## src/rtl/div_mon_pkg.sv

```systemverilog
// Shared types and helpers for the divided-clock monitor.
package div_mon_pkg;

    typedef enum logic [1:0] {
        IDLE   = 2'd0,
        MEAS   = 2'd1,
        LOCKED = 2'd2
    } mon_state_t;

    // A 50%-duty divider by an odd ratio can only hold high for floor or
    // ceil of half the period; an even ratio must be exactly half.
    function automatic logic duty_ok(input int high, input int n);
        if (n % 2 == 1) begin
            return (high == (n - 1) / 2) || (high == (n + 1) / 2);
        end else begin
            return high == n / 2;
        end
    endfunction

endpackage

```

## src/rtl/sync_rise_det.sv

```systemverilog
// Two-flop synchroniser with an extra delay stage that yields a one-cycle
// pulse on each rising edge of an asynchronous input.
module sync_rise_det (
    input  logic clk_in,
    input  logic rst_n,
    input  logic async_in,
    output logic sync_o,
    output logic rise_o
);

    logic s1_q, s2_q, s3_q;
    logic s1_d, s2_d, s3_d;

    // Next-state of the shift chain: s1/s2 resolve metastability, s3 is the
    // one-cycle-old copy used for edge detection.
    always_comb begin
        s1_d = async_in;
        s2_d = s1_q;
        s3_d = s2_q;
    end

    // Synchroniser and delay registers.
    always_ff @(posedge clk_in or negedge rst_n) begin
        if (!rst_n) begin
            s1_q <= 1'b0;
            s2_q <= 1'b0;
            s3_q <= 1'b0;
        end else begin
            s1_q <= s1_d;
            s2_q <= s2_d;
            s3_q <= s3_d;
        end
    end

    assign sync_o = s2_q;
    assign rise_o = s2_q & ~s3_q;

endmodule

```

## src/rtl/div_clk_monitor.sv

```systemverilog
// Period/duty/stall monitor for a divided clock sampled in its source domain.
// Measures each divided-clock period and high time, locks after a run of
// good measurements and raises sticky error flags for the CSR.
module div_clk_monitor
    import div_mon_pkg::*;
#(
    parameter int N        = 7,
    parameter int LOCK_CNT = 4,
    parameter int CNT_W    = 8
) (
    input  logic             clk_in,
    input  logic             rst_n,
    input  logic             div_clk,
    input  logic             clr_err,
    output logic             meas_valid,
    output logic [CNT_W-1:0] period_o,
    output logic [CNT_W-1:0] high_o,
    output logic             locked,
    output logic             err_period,
    output logic             err_duty,
    output logic             err_stall
);

    localparam logic [CNT_W-1:0] CNT_MAX   = {CNT_W{1'b1}};
    localparam logic [CNT_W-1:0] STALL_LIM = CNT_W'(2 * N);
    localparam logic [CNT_W-1:0] N_VAL     = CNT_W'(N);
    localparam int               GOOD_W    = $clog2(LOCK_CNT + 1);
    localparam logic [GOOD_W-1:0] GOOD_LAST = GOOD_W'(LOCK_CNT - 1);

    logic div_sync;
    logic rise;

    sync_rise_det u_sync (
        .clk_in   (clk_in),
        .rst_n    (rst_n),
        .async_in (div_clk),
        .sync_o   (div_sync),
        .rise_o   (rise)
    );

    logic [CNT_W-1:0]  cnt_q, cnt_d;
    logic [CNT_W-1:0]  hcnt_q, hcnt_d;
    logic [CNT_W-1:0]  period_q, period_d;
    logic [CNT_W-1:0]  high_q, high_d;
    logic              meas_valid_q, meas_valid_d;
    mon_state_t        state_q, state_d;
    logic [GOOD_W-1:0] good_cnt_q, good_cnt_d;
    logic              locked_q, locked_d;
    logic              err_period_q, err_period_d;
    logic              err_duty_q, err_duty_d;
    logic              err_stall_q, err_stall_d;

    logic period_bad, duty_bad, meas_good, stall;
    logic set_period, set_duty, set_stall;

    // Period and high-time counters restart on each rise and saturate so a
    // dead clock can never wrap back into a plausible value.
    always_comb begin
        cnt_d  = cnt_q;
        hcnt_d = hcnt_q;
        if (rise) begin
            cnt_d  = CNT_W'(1);
            hcnt_d = CNT_W'(1);
        end else begin
            if (cnt_q != CNT_MAX) begin
                cnt_d = cnt_q + 1'b1;
            end
            if (div_sync && (hcnt_q != CNT_MAX)) begin
                hcnt_d = hcnt_q + 1'b1;
            end
        end
    end

    // Capture a measurement on each rise; the rise that leaves IDLE only
    // restarts the counters and is not reported.
    always_comb begin
        period_d     = period_q;
        high_d       = high_q;
        meas_valid_d = rise && (state_q != IDLE);
        if (rise) begin
            period_d = cnt_q;
            high_d   = hcnt_q;
        end
    end

    // Judge the registered measurement and run the lock FSM; a stall
    // overrides everything and drops back to IDLE.
    always_comb begin
        period_bad = (period_q != N_VAL);
        duty_bad   = !duty_ok(int'(high_q), N);
        meas_good  = !period_bad && !duty_bad;
        stall      = (state_q != IDLE) && (cnt_q == STALL_LIM) && !rise;

        state_d    = state_q;
        good_cnt_d = good_cnt_q;
        set_period = 1'b0;
        set_duty   = 1'b0;
        set_stall  = 1'b0;

        case (state_q)
            IDLE: begin
                if (rise) begin
                    state_d    = MEAS;
                    good_cnt_d = '0;
                end
            end
            MEAS: begin
                if (meas_valid_q) begin
                    if (meas_good) begin
                        good_cnt_d = good_cnt_q + 1'b1;
                        if (good_cnt_q == GOOD_LAST) begin
                            state_d = LOCKED;
                        end
                    end else begin
                        set_period = period_bad;
                        set_duty   = duty_bad;
                        good_cnt_d = '0;
                    end
                end
            end
            LOCKED: begin
                if (meas_valid_q && !meas_good) begin
                    set_period = period_bad;
                    set_duty   = duty_bad;
                    good_cnt_d = '0;
                    state_d    = MEAS;
                end
            end
            default: begin
                state_d = IDLE;
            end
        endcase

        if (stall) begin
            set_stall = 1'b1;
            state_d   = IDLE;
        end
    end

    // Sticky error flags; a new error in the same cycle as clr_err wins.
    always_comb begin
        err_period_d = (err_period_q & ~clr_err) | set_period;
        err_duty_d   = (err_duty_q   & ~clr_err) | set_duty;
        err_stall_d  = (err_stall_q  & ~clr_err) | set_stall;
        locked_d     = (state_d == LOCKED);
    end

    // State registers for counters, measurement, FSM and status.
    always_ff @(posedge clk_in or negedge rst_n) begin
        if (!rst_n) begin
            cnt_q        <= '0;
            hcnt_q       <= '0;
            period_q     <= '0;
            high_q       <= '0;
            meas_valid_q <= 1'b0;
            state_q      <= IDLE;
            good_cnt_q   <= '0;
            locked_q     <= 1'b0;
            err_period_q <= 1'b0;
            err_duty_q   <= 1'b0;
            err_stall_q  <= 1'b0;
        end else begin
            cnt_q        <= cnt_d;
            hcnt_q       <= hcnt_d;
            period_q     <= period_d;
            high_q       <= high_d;
            meas_valid_q <= meas_valid_d;
            state_q      <= state_d;
            good_cnt_q   <= good_cnt_d;
            locked_q     <= locked_d;
            err_period_q <= err_period_d;
            err_duty_q   <= err_duty_d;
            err_stall_q  <= err_stall_d;
        end
    end

    assign meas_valid = meas_valid_q;
    assign period_o   = period_q;
    assign high_o     = high_q;
    assign locked     = locked_q;
    assign err_period = err_period_q;
    assign err_duty   = err_duty_q;
    assign err_stall  = err_stall_q;

endmodule
```

## config.mk

```make
export PLATFORM = sky130hd
export DESIGN_NAME = div_clk_monitor
export DESIGN_NICKNAME = d
export VERILOG_FILES = /design/src/rtl/div_mon_pkg.sv /design/src/rtl/sync_rise_det.sv /design/src/rtl/div_clk_monitor.sv
export SDC_FILE = /design/constraint.sdc
export NUM_CORES = 1
export LEC_CHECK = 0
export ABC_CLOCK_PERIOD_IN_PS = 1800
export CELL_PAD_IN_SITES_DETAIL_PLACEMENT = 1
export CELL_PAD_IN_SITES_GLOBAL_PLACEMENT = 2
export CORE_MARGIN = 2
export CORE_UTILIZATION = 32
export CTS_CLUSTER_DIAMETER = 60
export DETAILED_ROUTE_END_ITERATION = 8
export PLACE_DENSITY = 0.76
export SLEW_MARGIN = 0
export SYNTH_ARGS = -nofsm -noshare
export SYNTH_HDL_FRONTEND = slang
export SYNTH_SLANG_ARGS = --single-unit
```

## constraint.sdc

```tcl
create_clock -name clk_in -period 1.8 [get_ports clk_in]
set_input_delay 0.27 -clock clk_in [delete_from_list [all_inputs] [get_ports clk_in]]
set_output_delay 0.27 -clock clk_in [all_outputs]
set_load 0.02 [all_outputs]
```

# == Yosys cells after proc, flatten, opt, wreduce, memory -nomap -nowiden ==
# Cells that the tools add are included.
# classes
n_addsub,3
n_eq_ne,13
mux,25
bitwise_logic,9
n_reduce_logical,17
# ops
cell,n
$mux W8,4
$add A8 B1 Y8 const B,2
$eq A8 B4 Y1 const B,2
$ne A8 B8 Y1 const B,2
$mux W2,6
$mux W3,4
$pmux W3 S3,1
$eq A8 B3 Y1 const B,1
$ne A8 B3 Y1 const B,1
$mux W1,7
$logic_and A1 B1 Y1,6
$ne A2 B2 Y1 const B,3
$pmux W2 S3,1
$reduce_bool A2 Y1,3
$and A1 B1 Y1,4
$eq A2 B2 Y1 const B,2
$logic_not A1 Y1,4
$pmux W1 S2,2
$reduce_and A4 Y1,1
$add A3 B1 Y3 const B,1
$eq A3 B2 Y1 const B,1
$or A1 B1 Y1,3
$reduce_bool A3 Y1,1
$eq A2 B1 Y1 const B,1
3 further kinds,4
# word_totals
regBits,45
input_bits,4
out_inout_bits,21
wordCells,81

# == Depth between registers and ports, before layout ==
# Gate-level depths: netlist of run 1.
# logic_depth
depth_word,9
mapped_depth,7
depth_no_buf,6

# == Hierarchy ==
# A second synthesis of run 1 with hierarchy kept.
# hier_totals
cells_unflattened,192
hier_area_um2,2205.9
# by_module_without_submodules
module,instances,cells_per_inst,area_each_um2,seq_area_each_um2
div_clk_monitor,1,188,2117.0,1051.0
sync_rise_det,1,4,88.8,75.1

# == Worst setup path after synthesis of run 1 ==
# OpenSTA, ideal clock, no wires.
# synth_timing
path_kind,register to register
startpoint,register state_q[0]
endpoint,register good_cnt_q[0]
setup_ns,0.134
arrival_time_ns,1.715
t_required_ns,1.666
setup_slack_ns,-0.049
stages_incl_launch_ff,8
n_path_buf,1
period_less_slack_ns,1.849
path_cell_list,dfrtp_1 > inv_1 > ha_1 > buf_2 > or3b_2 > a22o_1 > a31oi_1 > mux2i_1
# synth_between
elab_chain_len,3
word_cells_on_any_way,9
cone_classes,eq/ne (5); mux (1); reduce/logical (3)
# synth_rtl
element,line,rtl
start: declaration,div_clk_monitor.sv:46,"mon_state_t state_q, state_d;"
start signal: assignment,div_clk_monitor.sv:168,state_q <= state_d;
$eq A2 B2 Y1 (tied with other cells),div_clk_monitor.sv:100,case (state_q)
$ne A2 B2 Y1 (no line) / $reduce_bool A3 Y1 (equally long branches),-,
$reduce_and A4 Y1 (no line),-,
end signal: assignment,div_clk_monitor.sv:169,good_cnt_q <= good_cnt_d;
end: declaration,div_clk_monitor.sv:47,"logic [GOOD_W-1:0] good_cnt_q, good_cnt_d;"
# Parallel ways exist; a longest one is shown, timed or not.
# A chain may end at the register's enable or synchronous reset.

# == Worst setup path after layout of run 1 ==
# layout_timing
startpoint,register high_q[4] (netlist: high_o[4])
endpoint,register locked_q (netlist: locked)
# layout_between
elab_chain_len,9
word_cells_on_any_way,12
cone_classes,eq/ne (3); mux (5); reduce/logical (4)
# layout_rtl
element,line,rtl
start: declaration,div_clk_monitor.sv:44,"logic [CNT_W-1:0] high_q, high_d;"
start signal: assignment,div_clk_monitor.sv:166,high_q <= high_d;
$eq A8 B3 Y1 / $eq A8 B4 Y1 (equally long branches),-,
$logic_or A1 B1 Y1 *,div_mon_pkg.sv:14,return (high == (n - 1) / 2) || (high == (n + 1) / 2);
$logic_and A1 B1 Y1 *,div_clk_monitor.sv:91,meas_good = !period_bad && !duty_bad;
$logic_not A1 Y1,div_clk_monitor.sv:122,if (meas_valid_q && !meas_good) begin
$logic_and A1 B1 Y1,div_clk_monitor.sv:122,
$mux W2,div_clk_monitor.sv:122,
$pmux W2 S3 *,div_clk_monitor.sv:100,
$mux W2 *,div_clk_monitor.sv:134,if (stall) begin
$eq A2 B2 Y1 *,div_clk_monitor.sv:145,locked_d = (state_d == LOCKED);
net locked_d,div_clk_monitor.sv:48,"logic locked_q, locked_d;"
end signal: assignment,div_clk_monitor.sv:170,locked_q <= locked_d;
end: declaration,div_clk_monitor.sv:48,
# The timed path passes the listed nets; every way through them passes the cells marked *.

==> metrics, run 1 <==
TritonRoute pass-1 iters 4; routed wire length per instance 15.4 um; worst slack at placement -0.0983 ns; CTS tree built; CORE AREA 6720 um^2; EDFF count, synth 0; Setup CP Type register to register; fmax 566 MHz; Worst-path clk slew around 0.080 ns; capturing point of the worst reg2reg path locked$_DFF_PN0_; placer congestion estimate 0.707; Cells after Synth 225; final setup violation count 0; Die Area 7580 um^2; final hold vios 0; Ys Warns 0; clk buf depth 2; prevailing post-synth register cell dfrtp_1; largest net degree at the start of global routing 46; fin nets 281; commonest non-fill, non-tap cell in the layout nand2_1; minimum clock period after layout 1.77 ns; number of buffers and inverters on the critical path 1; CP startpoint kind register; worst-path fanout max 5; die height 87.1 um; first-pass GRT wire length 8960 um; largest family of logic cells by synthesized area simple AND/OR/NAND/NOR gates; Endpoint, Worst Hold u_sync.sync_o$_DFF_PN0_; status complete, no violations; Vias/cell 5.20; Final Util 42.1%; register bit total from synthesis 45; share of layout cells above drive strength 1 16.4%; Tcrit/Tclk final 98.1%; worst slew pin tran between 0.5 and 0.6 ns; P per Cell Area between 900 and 1000 nW/um^2; worst r2r src high_o[4]$_DFFE_PN0P_; commonest non-fill, non-tap cells in the layout nand2_1, dfrtp_1, clkdlybuf4s50_1, buf_4; Tot GR Track Use 15.0%; number of global-route vias before repair 1854; post-synthesis mux area share less than 1%; fraction of registers with async set/reset 100%; sequential area share after synthesis 51.0%; maximum vdd drop 0.328 mV; clock tree root driver cell clkbuf_8; post-synthesis xor/xnor area fraction 1.19%; static leakage 1.33 nW; H-tree levels 2; worst r2r path cells 5; # clock sinks 45; Die W approximately 87 um; setup TNS 0 ns; power after layout 2.55 mW; Fin Clk Skew 0.00465 ns; initial antenna violation count 0; port bufs 24; fill count 773; Final ANT Viol Nets 0; worst-case setup margin in the final layout 0.0345 ns; # rows 30; total congestion overflow 0; WHS Path Cells 0; critical path required time about 2.0 ns; library cells used by synthesis 49; antenna fix cells 0; Worst Hold Launch u_sync.s1_q$_DFF_PN0_; delay-heaviest family, CP simple AND/OR/NAND/NOR gates; area fraction in compound gates after synthesis 15.1%; Worst-Skew Late Latency 0.30 ns; Area Overhead vs Synth 28.2%; RSZ-0062 raised after global routing yes; synthesized cell area 2210 um^2; max_cap viols 0; Arrival @ worst endpoint 1.97 ns; initial core utilization between 30% and 40%; FF-to-FF setup slack 0.03 ns; Tightest Hold Check Type register to register; I/O Pins 25; drt drc 0; Via Count around 1.8k; Simple-Gate Fraction of Synth Area 23.2%; Syn Area/Cell 9.81 um^2; HPWL Detailed about 3700 um; CP max stage cell or4_4; Crit path largest cell delay 0.54 ns; CP cell instances or4_4 -> a211oi_4 -> buf_6 -> o2111a_2 -> nor4b_4; Slew Limit Fails 0; Num CTS Buffers 5; CP endpoint kind register; Synth Net Count 238; drt initial violations between 40 and 50; Slew HR between 60% and 70%; Post-Route WL about 5400 um; Synth Area in Adders about 5%
-- metal layers --
layer / vias to the layer above / global-route usage [%] / share of wire (%)
li1: 887 / - / -
met1: 907 / 21.1 / 50
met2: 16 / 23.6 / 47
met3: 5 / 3.03 / 2.1
met4: 0 / 3.84 / 0.91
met5: - / 0 / 0
-- sequential cells by signal, summed over array words and instances, names as in the netlist, 2 cells and up --
| register | cells |
|---|---|
| cnt_q | 8 |
| hcnt_q | 8 |
| state_q | 2 |
| good_cnt_q | 3 |
| high_o | 8 |
| period_o | 8 |
-- Yosys cell counts, types with 3 or more instances --
cell type	n	area (um^2)
or4_1	3	22.5
nor3_1	4	20.0
dfrtp_1	45	1130
o22ai_1	3	18.8
clkbuf_1	7	26.3
a31oi_1	7	43.8
a21oi_1	5	25.0
a211oi_1	3	22.5
buf_1	3	11.3
nand4_1	4	25.0
nand2_1	49	184
nand2b_1	3	18.8
inv_1	9	33.8
ha_1	9	113
and2_1	3	18.8
nor2_1	8	30.0
and3_1	4	25.0
o21ai_0	7	35.0
nand3_1	8	40.0
-- repair_timing --
item,4_1_cts,5_1_grt
resized for setup,3,5
pin swaps,3,4
hold endpoints to repair,45,0
hold buffers,1,0
buffers inserted,2,1
setup endpoints to repair,3,7
-- metrics by stage --
stage,area [um^2],std cells,hold slack [ns]
after detailed placement,2660,337,0.277
after CTS,2800,348,0.358
after global placement,2660,337,0.276
after floorplan,2220,225,-0.0256
after global routing,2830,349,0.383
final,2830,349,0.354
-- layout make-up --
cell class                      count  area (um^2)  share of cell area [%]
Clock buffer                        7         96.3                    3.40
Multi-Input combinational cell    160         1040                    36.8
Timing Repair Buffer               47          427                    15.1
Tap cell                           80          100                    3.54
Sequential cell                    45         1130                    39.8
Inverter                            9         33.8                    1.19
Clock inverter                      1         5.00                   0.177
-- power by group --
group	leakage (nW)	internal, mW	switching (mW)
registers	0.592	1.13	0.136
logic	0.681	0.292	0.310
clock network	0.0542	0.347	0.342
-- logic make-up (layout without fill, tap and decap cells) --
group / count (synthesis) / count (layout)
compound gates: 45 / 45
xor+xnor: 3 / 3
flops: 45 / 45
simple gates: 101 / 101
buf+inv: 20 / 64
fa+ha+maj: 9 / 9
mux: 2 / 2
-- how the worst max path moves through the flow --
stage / endpoint / depth (start not counted) / start / slack (ns)
5_1_grt: locked$_DFF_PN0_ / 4 / period_o[5]$_DFFE_PN0P_ / -0.06
3_5_place_dp: locked$_DFF_PN0_ / 4 / high_o[5]$_DFFE_PN0P_ / -0.1
3_3_place_gp: locked$_DFF_PN0_ / 4 / high_o[5]$_DFFE_PN0P_ / -0.02
2_1_floorplan: locked$_DFF_PN0_ / 4 / high_o[5]$_DFFE_PN0P_ / 0.04
6_report: locked$_DFF_PN0_ / 5 / high_o[4]$_DFFE_PN0P_ / 0.03
4_1_cts: locked$_DFF_PN0_ / 5 / high_o[6]$_DFFE_PN0P_ / -0.07
Power figures use the tool's default switching activity.
==> run 2: changes to the inputs <==
--- a/config.mk
+++ b/config.mk
@@ -8,11 +8,14 @@
 export ABC_CLOCK_PERIOD_IN_PS = 1800
 export CELL_PAD_IN_SITES_DETAIL_PLACEMENT = 1
 export CELL_PAD_IN_SITES_GLOBAL_PLACEMENT = 2
+export CORE_ASPECT_RATIO = 0.5
 export CORE_MARGIN = 2
 export CORE_UTILIZATION = 32
 export CTS_CLUSTER_DIAMETER = 60
 export DETAILED_ROUTE_END_ITERATION = 8
 export PLACE_DENSITY = 0.76
+export SKIP_CTS_REPAIR_TIMING = 1
+export SKIP_LAST_GASP = 1
 export SLEW_MARGIN = 0
 export SYNTH_ARGS = -nofsm -noshare
 export SYNTH_HDL_FRONTEND = slang
==> run 2 against run 1 <==
The run now ends with negative setup slack left; non-clock buffer count is 1 higher; routed wire length is 4.6% higher; maximum frequency is 3.0% lower; first-iteration DRC count is 15% lower; worst setup slack worse by 0.055 ns; global-route usage is 1.2 points higher; die area is 0.53% higher; worst hold slack worse by 0.28 ns; cell area is 3.7% higher.
==> metrics, run 2 (synthesis results as in run 1) <==
status finished, violations left; failing checks negative setup slack; drt drc 0 (unchanged); Slew Limit Fails 0 (unchanged); Arrival @ worst endpoint 1.99 ns (+0.02 ns); max_cap viols 0 (unchanged); Post-Route WL 5610 um (+4.6%); worst r2r path cells 6 (+1); final setup violation count 2 (+2); maximum vdd drop 0.308 mV (-6.3%); drt initial violations 41 (-15%); initial antenna violation count 0 (unchanged); placer congestion estimate 0.740 (+4.6%); largest net degree at the start of global routing 46 (unchanged); Final ANT Viol Nets 0 (unchanged); Tcrit/Tclk final 101% (+3.0 points); worst-path fanout max 4 (-1); worst r2r src high_o[4]$_DFFE_PN0P_; antenna fix cells 0 (unchanged); Fin Clk Skew 0.00565 ns (+0.000996 ns); port bufs 24 (unchanged); RSZ-0062 raised after global routing yes; CORE AREA 6670 um^2 (-0.67%); Setup CP Type register to register; Die Area 7620 um^2 (+0.53%); critical path required time 1.97 ns (-0.03 ns); Via Count 1811 (-0.22%); total congestion overflow 0 (unchanged); Area Overhead vs Synth 33.0%; Tightest Hold Check Type input port to async pin; Vias/cell 5.00 (-3.8%); TritonRoute pass-1 iters 4 (unchanged); final hold vios 0 (unchanged); static leakage 1.37 nW (+3.5%); HPWL Detailed 3960 um (+6.0%); # clock sinks 45 (unchanged); number of global-route vias before repair 1949 (+5.1%); share of layout cells above drive strength 1 17.0% (+0.68 points); FF-to-FF setup slack -0.02 ns (-0.05 ns); Worst-path clk slew 0.06 ns (-0.02 ns); worst-case setup margin in the final layout -0.0202 ns (-0.0547 ns); clk buf depth 2 (unchanged); capturing point of the worst reg2reg path state_q[0]$_DFF_PN0_; CTS tree built; Final Util 44.0% (+1.9 points); Slew HR 60.3% (-2.9 points); P per Cell Area 965 nW/um^2 (+6.9%); worst slew pin tran 0.595 ns (+0.0428 ns); power after layout 2.83 mW (+11%); I/O Pins 25 (unchanged); fin nets 282 (+0.36%); Tot GR Track Use 16.2% (+1.2 points); routed wire length per instance 15.5 um (+0.81%); fmax 549 MHz (-3.0%); H-tree levels 2 (unchanged); minimum clock period after layout 1.82 ns (+0.0547 ns); # rows 21 (-30%); Worst-Skew Late Latency 0.29 ns (about the same); first-pass GRT wire length 9730 um (+8.6%); CP endpoint kind register; die height 62.7 um (-28%); clock tree root driver cell clkbuf_16; commonest non-fill, non-tap cells in the layout nand2_1, dfrtp_1, clkdlybuf4s50_1, buf_4, inv_1; initial core utilization 33.1% (+0.22 points); Num CTS Buffers 5 (unchanged); CP startpoint kind register; Die W 121 um (+40%); commonest non-fill, non-tap cell in the layout nand2_1
## run 2: cell count changes in the layout (fill, tap and decap cells not counted), moves of 2 or more
cell       before  now
a31oi_2         2    0
clkbuf_16       0    5
clkbuf_8        7    2
buf_4          20   22
a31oi_4         0    2
## run 2: area by class of cell
cell class,count,area (um^2)
clock buffers,7,153
clock inverters,1,5.00
fillers,765,3740
inverters,9,33.8
multi-input cells,160,1080
flip-flops and latches,45,1130
well taps,92,115
repair buffers,48,423
## run 2: power breakdown
| part | total (mW) | internal, mW | switching, mW | leakage, nW |
|---|---|---|---|---|
| clock network | 0.975 | 0.588 | 0.387 | 0.0799 |
| registers | 1.26 | 1.13 | 0.136 | 0.592 |
| logic | 0.593 | 0.280 | 0.313 | 0.702 |
## run 2: through the flow
step | std cells | setup TNS (ns) | setup slack (ns) | instance area, um^2 | hold WS [ns]
after global routing | 362 | -0.310 | -0.0869 | 2940 | 0.120
after CTS | 355 | -0.132 | -0.0600 | 2810 | 0.0960
after floorplan | 225 | 0 | 0.0423 | 2220 | -0.0256
after detailed placement | 347 | -0.132 | -0.0620 | 2650 | 0.342
after global placement | 347 | 0 | 0.0625 | 2650 | 0.332
final | 362 | -0.0393 | -0.0202 | 2940 | 0.0714
## run 2: worst max-delay path: stages (launching register included)
cell,delay [ns]
dfrtp_1,0.39
or4_4,0.55
a211oi_4,0.22
buf_6,0.15
o2111a_1,0.23
buf_4,0.12
nor3_1,0.04
## run 2: worst max-delay path by stage
| stage | startpoint | slack (ns) | endpoint | cells after the start |
|---|---|---|---|---|
| 2_1_floorplan | high_o[5]$_DFFE_PN0P_ | 0.04 | locked$_DFF_PN0_ | 4 |
| 3_3_place_gp | state_q[1]$_DFF_PN0_ | 0.06 | good_cnt_q[0]$_DFFE_PN0P_ | 6 |
| 3_5_place_dp | state_q[0]$_DFF_PN0_ | -0.06 | good_cnt_q[0]$_DFFE_PN0P_ | 6 |
| 4_1_cts | state_q[0]$_DFF_PN0_ | -0.06 | good_cnt_q[0]$_DFFE_PN0P_ | 6 |
| 5_1_grt | state_q[0]$_DFF_PN0_ | -0.09 | good_cnt_q[0]$_DFFE_PN0P_ | 6 |
| 6_report | high_o[4]$_DFFE_PN0P_ | -0.02 | state_q[0]$_DFF_PN0_ | 6 |
## run 2: routing by layer
layer  track usage [%]  part of all wire (%)  up-vias
met4              3.88                   1.0        0
met1              21.7                    49      907
met3              4.11                   2.0        8
met2              26.4                    48       13
li1                  -                     -      883
met5                 0                     0        -
